===== config.mk =====
export PLATFORM = sky130hd
export DESIGN_NAME = systolic_array_ctrl
export DESIGN_NICKNAME = d
export VERILOG_FILES = /design/src/rtl/systolic_array_ctrl.sv
export SDC_FILE = /design/constraint.sdc
export NUM_CORES = 1
export LEC_CHECK = 0
export CAP_MARGIN = 5
export CELL_PAD_IN_SITES_DETAIL_PLACEMENT = 1
export CELL_PAD_IN_SITES_GLOBAL_PLACEMENT = 1
export CORE_AREA = 2 2 340 342
export CTS_CLUSTER_SIZE = 30
export DETAILED_ROUTE_END_ITERATION = 7
export DIE_AREA = 0 0 342 344
export PLACE_DENSITY_LB_ADDON = 0.1
export SYNTH_ARGS = -nofsm -noshare
export SYNTH_HDL_FRONTEND = slang
export SYNTH_SLANG_ARGS = --single-unit

===== constraint.sdc =====
create_clock -name i_clk -period 5.1 [get_ports i_clk]
set_clock_uncertainty 0.05 [all_clocks]
set_input_delay 0.51 -clock i_clk [delete_from_list [all_inputs] [get_ports i_clk]]
set_output_delay 0.51 -clock i_clk [all_outputs]
set_load 0.02 [all_outputs]

===== src/rtl/systolic_array_ctrl.sv =====
// Sequencer for a 4x4 output-stationary int8 systolic array: clear, skewed operand feed, drain, result write-back.
// Latency: done arrives 1 + K + DRAIN_CYCLES + 4 + 1 cycles after an accepted start; edge operands are registered.
// Backpressure: none; buffers are assumed always ready, and start is ignored while busy.
module systolic_array_ctrl #(
    parameter int ARRAY_SIZE   = 4,
    parameter int ADDR_W       = 12,
    parameter int DRAIN_CYCLES = 9
) (
    input  logic                i_clk,
    input  logic                i_reset,
    input  logic                i_start,
    input  logic [ADDR_W-1:0]   i_k_len,
    input  logic [ADDR_W-1:0]   i_a_base,
    input  logic [ADDR_W-1:0]   i_b_base,
    input  logic [ADDR_W-1:0]   i_c_base,
    input  logic signed [8:0]   i_input_offset,
    output logic                o_busy,
    output logic                o_done,
    output logic                o_a_rd_en,
    output logic [ADDR_W-1:0]   o_a_addr,
    input  logic [31:0]         i_a_data,
    output logic                o_b_rd_en,
    output logic [ADDR_W-1:0]   o_b_addr,
    input  logic [31:0]         i_b_data,
    output logic                o_pe_rst,
    output logic signed [8:0]   o_left_0,
    output logic signed [8:0]   o_left_1,
    output logic signed [8:0]   o_left_2,
    output logic signed [8:0]   o_left_3,
    output logic signed [7:0]   o_top_0,
    output logic signed [7:0]   o_top_1,
    output logic signed [7:0]   o_top_2,
    output logic signed [7:0]   o_top_3,
    input  logic [127:0]        i_out_0,
    input  logic [127:0]        i_out_1,
    input  logic [127:0]        i_out_2,
    input  logic [127:0]        i_out_3,
    output logic                o_c_wr_en,
    output logic [ADDR_W-1:0]   o_c_addr,
    output logic [127:0]        o_c_data
);

    typedef enum logic [2:0] {
        S_IDLE, S_CLEAR, S_FEED, S_DRAIN, S_WRITE, S_DONE
    } state_t;

    state_t              r_state, w_next;
    logic [ADDR_W-1:0]   r_cnt, w_cnt_nxt;
    logic [ADDR_W-1:0]   r_k, r_a_base, r_b_base, r_c_base;
    logic [8:0]          r_off;
    logic                r_rd_vld;
    logic [8:0]          w_left [ARRAY_SIZE];
    logic [7:0]          w_top  [ARRAY_SIZE];

    always_ff @(posedge i_clk or negedge i_reset) begin
        if (!i_reset) begin
            r_state  <= S_IDLE;
            r_cnt    <= '0;
            r_k      <= '0;
            r_a_base <= '0;
            r_b_base <= '0;
            r_c_base <= '0;
            r_off    <= '0;
            r_rd_vld <= 1'b0;
        end else begin
            r_state  <= w_next;
            r_cnt    <= w_cnt_nxt;
            r_rd_vld <= (r_state == S_FEED);
            if (r_state == S_IDLE && i_start) begin
                r_k      <= i_k_len;
                r_a_base <= i_a_base;
                r_b_base <= i_b_base;
                r_c_base <= i_c_base;
                r_off    <= i_input_offset;
            end
        end
    end

    always_comb begin
        w_next    = r_state;
        w_cnt_nxt = r_cnt;
        o_busy    = 1'b0;
        o_done    = 1'b0;
        o_a_rd_en = 1'b0;
        o_b_rd_en = 1'b0;
        o_a_addr  = '0;
        o_b_addr  = '0;
        o_pe_rst  = 1'b0;
        o_c_wr_en = 1'b0;
        o_c_addr  = '0;
        o_c_data  = '0;
        case (r_state)
            S_IDLE: begin
                w_cnt_nxt = '0;
                // A zero-depth command completes without touching the array or buffers.
                if (i_start) w_next = (i_k_len == '0) ? S_DONE : S_CLEAR;
            end
            S_CLEAR: begin
                o_busy   = 1'b1;
                o_pe_rst = 1'b1;
                w_next   = S_FEED;
            end
            S_FEED: begin
                o_busy    = 1'b1;
                o_a_rd_en = 1'b1;
                o_b_rd_en = 1'b1;
                o_a_addr  = r_a_base + r_cnt;
                o_b_addr  = r_b_base + r_cnt;
                if (r_cnt == r_k - ADDR_W'(1)) begin
                    w_next    = S_DRAIN;
                    w_cnt_nxt = '0;
                end else begin
                    w_cnt_nxt = r_cnt + ADDR_W'(1);
                end
            end
            S_DRAIN: begin
                o_busy = 1'b1;
                if (r_cnt == ADDR_W'(DRAIN_CYCLES - 1)) begin
                    w_next    = S_WRITE;
                    w_cnt_nxt = '0;
                end else begin
                    w_cnt_nxt = r_cnt + ADDR_W'(1);
                end
            end
            S_WRITE: begin
                o_busy    = 1'b1;
                o_c_wr_en = 1'b1;
                o_c_addr  = r_c_base + r_cnt;
                case (r_cnt[1:0])
                    2'd0:    o_c_data = i_out_0;
                    2'd1:    o_c_data = i_out_1;
                    2'd2:    o_c_data = i_out_2;
                    default: o_c_data = i_out_3;
                endcase
                if (r_cnt == ADDR_W'(ARRAY_SIZE - 1)) begin
                    w_next    = S_DONE;
                    w_cnt_nxt = '0;
                end else begin
                    w_cnt_nxt = r_cnt + ADDR_W'(1);
                end
            end
            S_DONE: begin
                o_done = 1'b1;
                w_next = S_IDLE;
            end
            default: w_next = S_IDLE;
        endcase
    end

    // Row/column g gets a delay line of g+1 registers; empty slots carry zero, never the offset.
    for (genvar gi = 0; gi < ARRAY_SIZE; gi++) begin : g_skew
        logic [8:0] r_l [0:gi];
        logic [7:0] r_t [0:gi];
        logic [7:0] w_ab, w_bb;
        logic [8:0] w_lin;
        logic [7:0] w_tin;

        assign w_ab  = i_a_data[31-8*gi -: 8];
        assign w_bb  = i_b_data[31-8*gi -: 8];
        assign w_lin = r_rd_vld ? ({w_ab[7], w_ab} + r_off) : 9'd0;
        assign w_tin = r_rd_vld ? w_bb : 8'd0;

        always_ff @(posedge i_clk or negedge i_reset) begin
            if (!i_reset) begin
                for (int n = 0; n <= gi; n++) begin
                    r_l[n] <= '0;
                    r_t[n] <= '0;
                end
            end else begin
                r_l[0] <= w_lin;
                r_t[0] <= w_tin;
                for (int n = 1; n <= gi; n++) begin
                    r_l[n] <= r_l[n-1];
                    r_t[n] <= r_t[n-1];
                end
            end
        end

        assign w_left[gi] = r_l[gi];
        assign w_top[gi]  = r_t[gi];
    end

    assign o_left_0 = w_left[0];
    assign o_left_1 = w_left[1];
    assign o_left_2 = w_left[2];
    assign o_left_3 = w_left[3];
    assign o_top_0  = w_top[0];
    assign o_top_1  = w_top[1];
    assign o_top_2  = w_top[2];
    assign o_top_3  = w_top[3];

endmodule


== Word-level counts from Yosys, hierarchy flattened ==
Index checks and enable logic that the tools add are counted.

* Output and inout port bits: 238
* Bits in registers: 243
* Input port bits: 636

* Mux-type cells: 28
* Reductions and logical operators: 7
* Equality and inequality tests: 14
* $add $sub $neg: 9

{| class="wikitable"
|+ Operators with widths
! operator !! number
|-
| $pmux W128 S3 || 1
|-
| $mux W128 || 1
|-
| $mux W12 || 6
|-
| $pmux W12 S4 || 1
|-
| $add A12 B12 Y12 || 3
|-
| $add A9 B9 Y9 || 4
|-
| $mux W9 || 4
|-
| $mux W8 || 4
|-
| $mux W3 || 5
|-
| $pmux W3 S5 || 1
|-
| $add A12 B1 Y12 const B || 1
|-
| $eq A12 B12 Y1 || 1
|-
| $eq A12 B2 Y1 const B || 1
|-
| $eq A12 B4 Y1 const B || 1
|-
| $logic_not A12 Y1 || 1
|-
| $sub A12 B1 Y12 const B || 1
|-
| $eq A3 B2 Y1 const B || 2
|-
| $eq A3 B3 Y1 const B || 2
|-
| $ne A2 B2 Y1 const B || 3
|-
| $mux W1 || 5
|-
| $reduce_and A4 Y1 || 1
|-
| $reduce_bool A4 Y1 || 1
|-
| $reduce_or A4 Y1 || 1
|-
| $eq A3 B1 Y1 const B || 1
|-
| 6 further kinds || 6
|}

== Depth between registers and ports, before layout ==
* Word-level depth: 4
* Gate-level depth with buffers: 10
* Gate-level depth less buffers: 9

== Worst setup path after synthesis ==
Ideal clock, no wire load.

* Path kind: register to output
* From: reg r_cnt[0]
* To: out o_a_addr[10]
* Path buffers: 0
* Stages on the path, launching flop included: 10
* Data arrival time: 2.705 ns
* Path slack: 1.835 ns
* Path through: dfrtp_1 ha_1 fa_1 a21o_1 a21oi_1 o21bai_1 a2111oi_0 o31ai_1 xnor2_1 nor2_1

* Word-level cells in the longest chain between the ends: 2

{| class="wikitable"
|+ Ends and longest elaborated chain
! item !! RTL line !! text
|-
| start, declared || 48 || <nowiki>logic [ADDR_W-1:0] r_cnt, w_cnt_nxt;</nowiki>
|-
| start signal, assigned || 67 || <nowiki>r_cnt <= w_cnt_nxt;</nowiki>
|-
| $add A12 B12 Y12 || 107 || <nowiki>o_a_addr = r_a_base + r_cnt;</nowiki>
|-
| $mux W12 || 92 || <nowiki>case (r_state)</nowiki>
|-
| end, declared || 20 || <nowiki>output logic [ADDR_W-1:0] o_a_addr,</nowiki>
|}

Every way passes these cells.

== Worst setup path in the final report ==
* From: reg r_cnt[1]
* To: out o_c_data[85]

* Word-level cells in the longest chain between the ends: 3

{| class="wikitable"
|+ Ends and longest elaborated chain
! item !! RTL line !! text
|-
| $eq A2 B2 Y1 (tied with other cells) || 129 || <nowiki>case (r_cnt[1:0])</nowiki>
|-
| $pmux W128 S3 * || 129 ||
|-
| $mux W128 * || 92 ||
|-
| end, declared || 40 || <nowiki>output logic [127:0] o_c_data</nowiki>
|}

Every way passes the cells marked *; elsewhere a longest branch is shown, timed or not.

==> impl_results.md <==
* WHS at 0.291 ns
* #FFs+latches synth at 243
* GRT met1 Usage at 0.240
* Gr usage total at 0.197
* Count leader, synth: nor2_1
* Largest family of logic cells by synthesized area: compound AO/OA/AOI/OAI gates
* Synth top area share at 0.423
* Critical Path RT at 4.54 ns
* Dpl cells at 3820
* Crit path max fanout at 18
* Crit path kind: reg -> out
* Clk_lat worst skew at 0.56 ns
* Ys async rst share at 1.00
* Fin crit share at 0.956
* XOR/XNOR Fraction of Synth Area at 0.0475
* Number of standard cells after synthesis at 1536
* Mux contribution to synthesized area at 0.0436
* Hold Path Origin: g_skew[3].r_l[28]
* Post-synthesis cell type count at 56
* HPWL after DPL at 103 mm
* Setup slack, reg-to-reg at 1.52 ns
* Die Area at 118000 sq um
* Average size of a mapped cell at 9.36 sq um
* Fraction of layout cells with a size suffix above 1 at 0.0829
* FMAX at 205 MHz
* Clock Tree Root: clkbuf_16
* Net Count, Synth at 2249
* DRT Pass-1 Iters at 8
* Final hold vios at 0
* Number of synthesized flops with an enable pin at 0
* Core ar. at 114000 sq um
* Synth area leader: dfrtp_1
* Vias in the first global route at 17200
* Layout net count at 3062
* Drt wl/cell at 31.3 um
* Sink Count at 243
* Grt peak-use layer: met2
* CP arrival at 4.31 ns
* Final WL at 122 mm
* Post-route cell area at 26100 sq um
* Reg clk slew, reported paths at 0.06 ns
* Status: completed
* Met3 Use GR at 0.0465
* M2 GR Usage at 0.358
* Number of top-level pins at 874
* Synth Area in Adders at 0.0714
* H-tree Lvls at 2
* Iter 0 DRT Violations at 1316
* Leakage at 0.0104 uW
* CTS tree: yes
* Worst hold path type: reg -> reg
* Row count at 124
* RSZ-0062 raised after global routing: false
* TritonCTS Buffers at 35
* CP Launch Point: r_cnt[1]
* VDD IR max at 0.239 mV
* Final setup viols at 0
* Synth area leaders: dfrtp_1 (42%), a222oi_1 (8.9%), nor2_1 (8.1%)
* Max-Cap Viols at 0
* Buffers on Ports at 873
* Initial Util at 0.126
* Placed inst area at 24800 sq um
* Final slew viol count at 0
* Vias per cell at 4.13
* Grt ovf at 0
* Die H at 344 um
* Compound-Gate Fraction of Synth Area at 0.200
* Die Span X at 342 um
* Total number of vias at 16100
* Post-Layout Cell Count at 3897
* Worst slew pin tran at 1.49 ns
* Post-layout min period at 4.87 ns
* Drt drc at 0
* Routability cong. at 0.910
* Ys flop type: dfrtp_1
* Synth top cells by count: nor2_1 (310), dfrtp_1 (243), a21oi_1 (175)
* Seq/Total Area, Yosys at 0.423
* Final Power at 12700 uW
* Syn Std Cell Area at 14400 sq um
* Largest net degree at the start of global routing at 113
* Slew HR at 0.00683
* Initial antenna violation count at 75
* First-pass GRT wire length at 157 mm
* Area growth syn-to-layout at 81.4%
* Setup total negative slack at 0 ns
* Reg-to-Reg Start: r_k[2]
* CP startpoint kind: flop
* Ys Warns at 0
* CTS Buffer Depth at 3
* Remaining antenna violation count at 0
* Post-synthesis simple-gate area fraction at 0.149
* Critical Path Sink Type: primary output
* Power per cell area at 485 nW/um^2
routing by layer:
metal | vias up | routed length [um]
met5 | - | 139
met4 | 22 | 1740
met3 | 164 | 8290
met2 | 725 | 62700
met1 | 8038 | 49100
li1 | 7165 | -
through the flow:
| step | setup slack [ns] | utilization |
|---|---|---|
| global placement | 0.413 | 0.218 |
| floorplan | 1.84 | - |
| CTS | 0.00773 | 0.228 |
| finish | 0.226 | 0.229 |
| global route | 0.0345 | 0.229 |
| detailed placement | 0.304 | 0.218 |
critical path, cell delays in order, from the launching register on:
cell             delay [ns]
dfrtp_4                0.58
inv_1                  0.17
ha_4                   0.31
buf_4                  0.28
buf_4                  0.25
a222oi_1               1.18
nor2_1                 0.08
a21oi_1                0.20
nor2_1                 0.07
clkdlybuf4s50_1        0.58
final timing paths:
check,endpoint,cells after the start
setup reg to reg,r_cnt[1],7
max in group asynchronous,r_rd_vld,3
hold reg to reg,g_skew[3].r_l[19],0
setup / recovery,o_c_data[85],9
hold / removal,g_skew[3].r_l[19],0
min in group asynchronous,g_skew[2].r_l[21],2
final cells by class:
| class | count | area [sq um] |
|---|---|---|
| Multi-Input combinational cell | 1100 | 7420 |
| Inverter | 26 | 97.6 |
| Sequential cell | 243 | 6090 |
| Antenna cell | 9 | 22.5 |
| Fill cell | 13100 | 87800 |
| Clock buffer | 49 | 998 |
| Tap cell | 1512 | 1890 |
| Clock inverter | 15 | 193 |
| Timing Repair Buffer | 943 | 9360 |
cell usage in the layout (no fill, tap or decap), types with 9 or more instances in the layout:
cell             instances
nand2_1                 36
o21bai_1                12
o21ai_0                 29
clkbuf_16               35
and2_1                  69
buf_4                   62
dfrtp_1                240
xor2_1                  25
nor2_1                 310
nor3_1                  11
a21oi_1                175
o31ai_1                 10
inv_1                   26
a222oi_1               128
clkdlybuf4s50_1        872
a21o_1                  17
mux2_2                  53
diode_2                  9
xnor2_1                 53
ha_1                    66
what timing repair did:
item                       in CTS  in global routing
hold buffers                    1                  0
resized for setup               2                  1
hold endpoints to repair       81                  0
pin swaps                       2                  1
setup endpoints to repair      10                  9
buffers inserted                0                  3
logic make-up after synthesis:
group | count (synthesis)
AO/OA/AOI/OAI | 406
XOR/XNOR | 78
adder cells (fa/ha/maj) | 78
buffers and inverters | 193
flip-flops | 243
multiplexers | 56
AND/OR/NAND/NOR | 482
flip-flops by register name (all words and copies together) (netlist names), 3 cells and up:
signal,cells
r_cnt,12
o_left_0,9
o_top_2,8
o_left_2,9
r_state,3
o_top_3,8
o_top_0,8
r_c_base,12
r_a_base,12
g_skew.r_t,48
o_left_1,9
r_b_base,12
r_k,12
o_top_1,8
g_skew.r_l,54
r_off,9
o_left_3,9
report_power, final:
group | internal, uW | total (uW) | switching [uW]
registers | 2560 | 3010 | 449
logic | 2840 | 7100 | 4260
clock network | 1540 | 2540 | 996
Power figures use the tool's default switching activity.
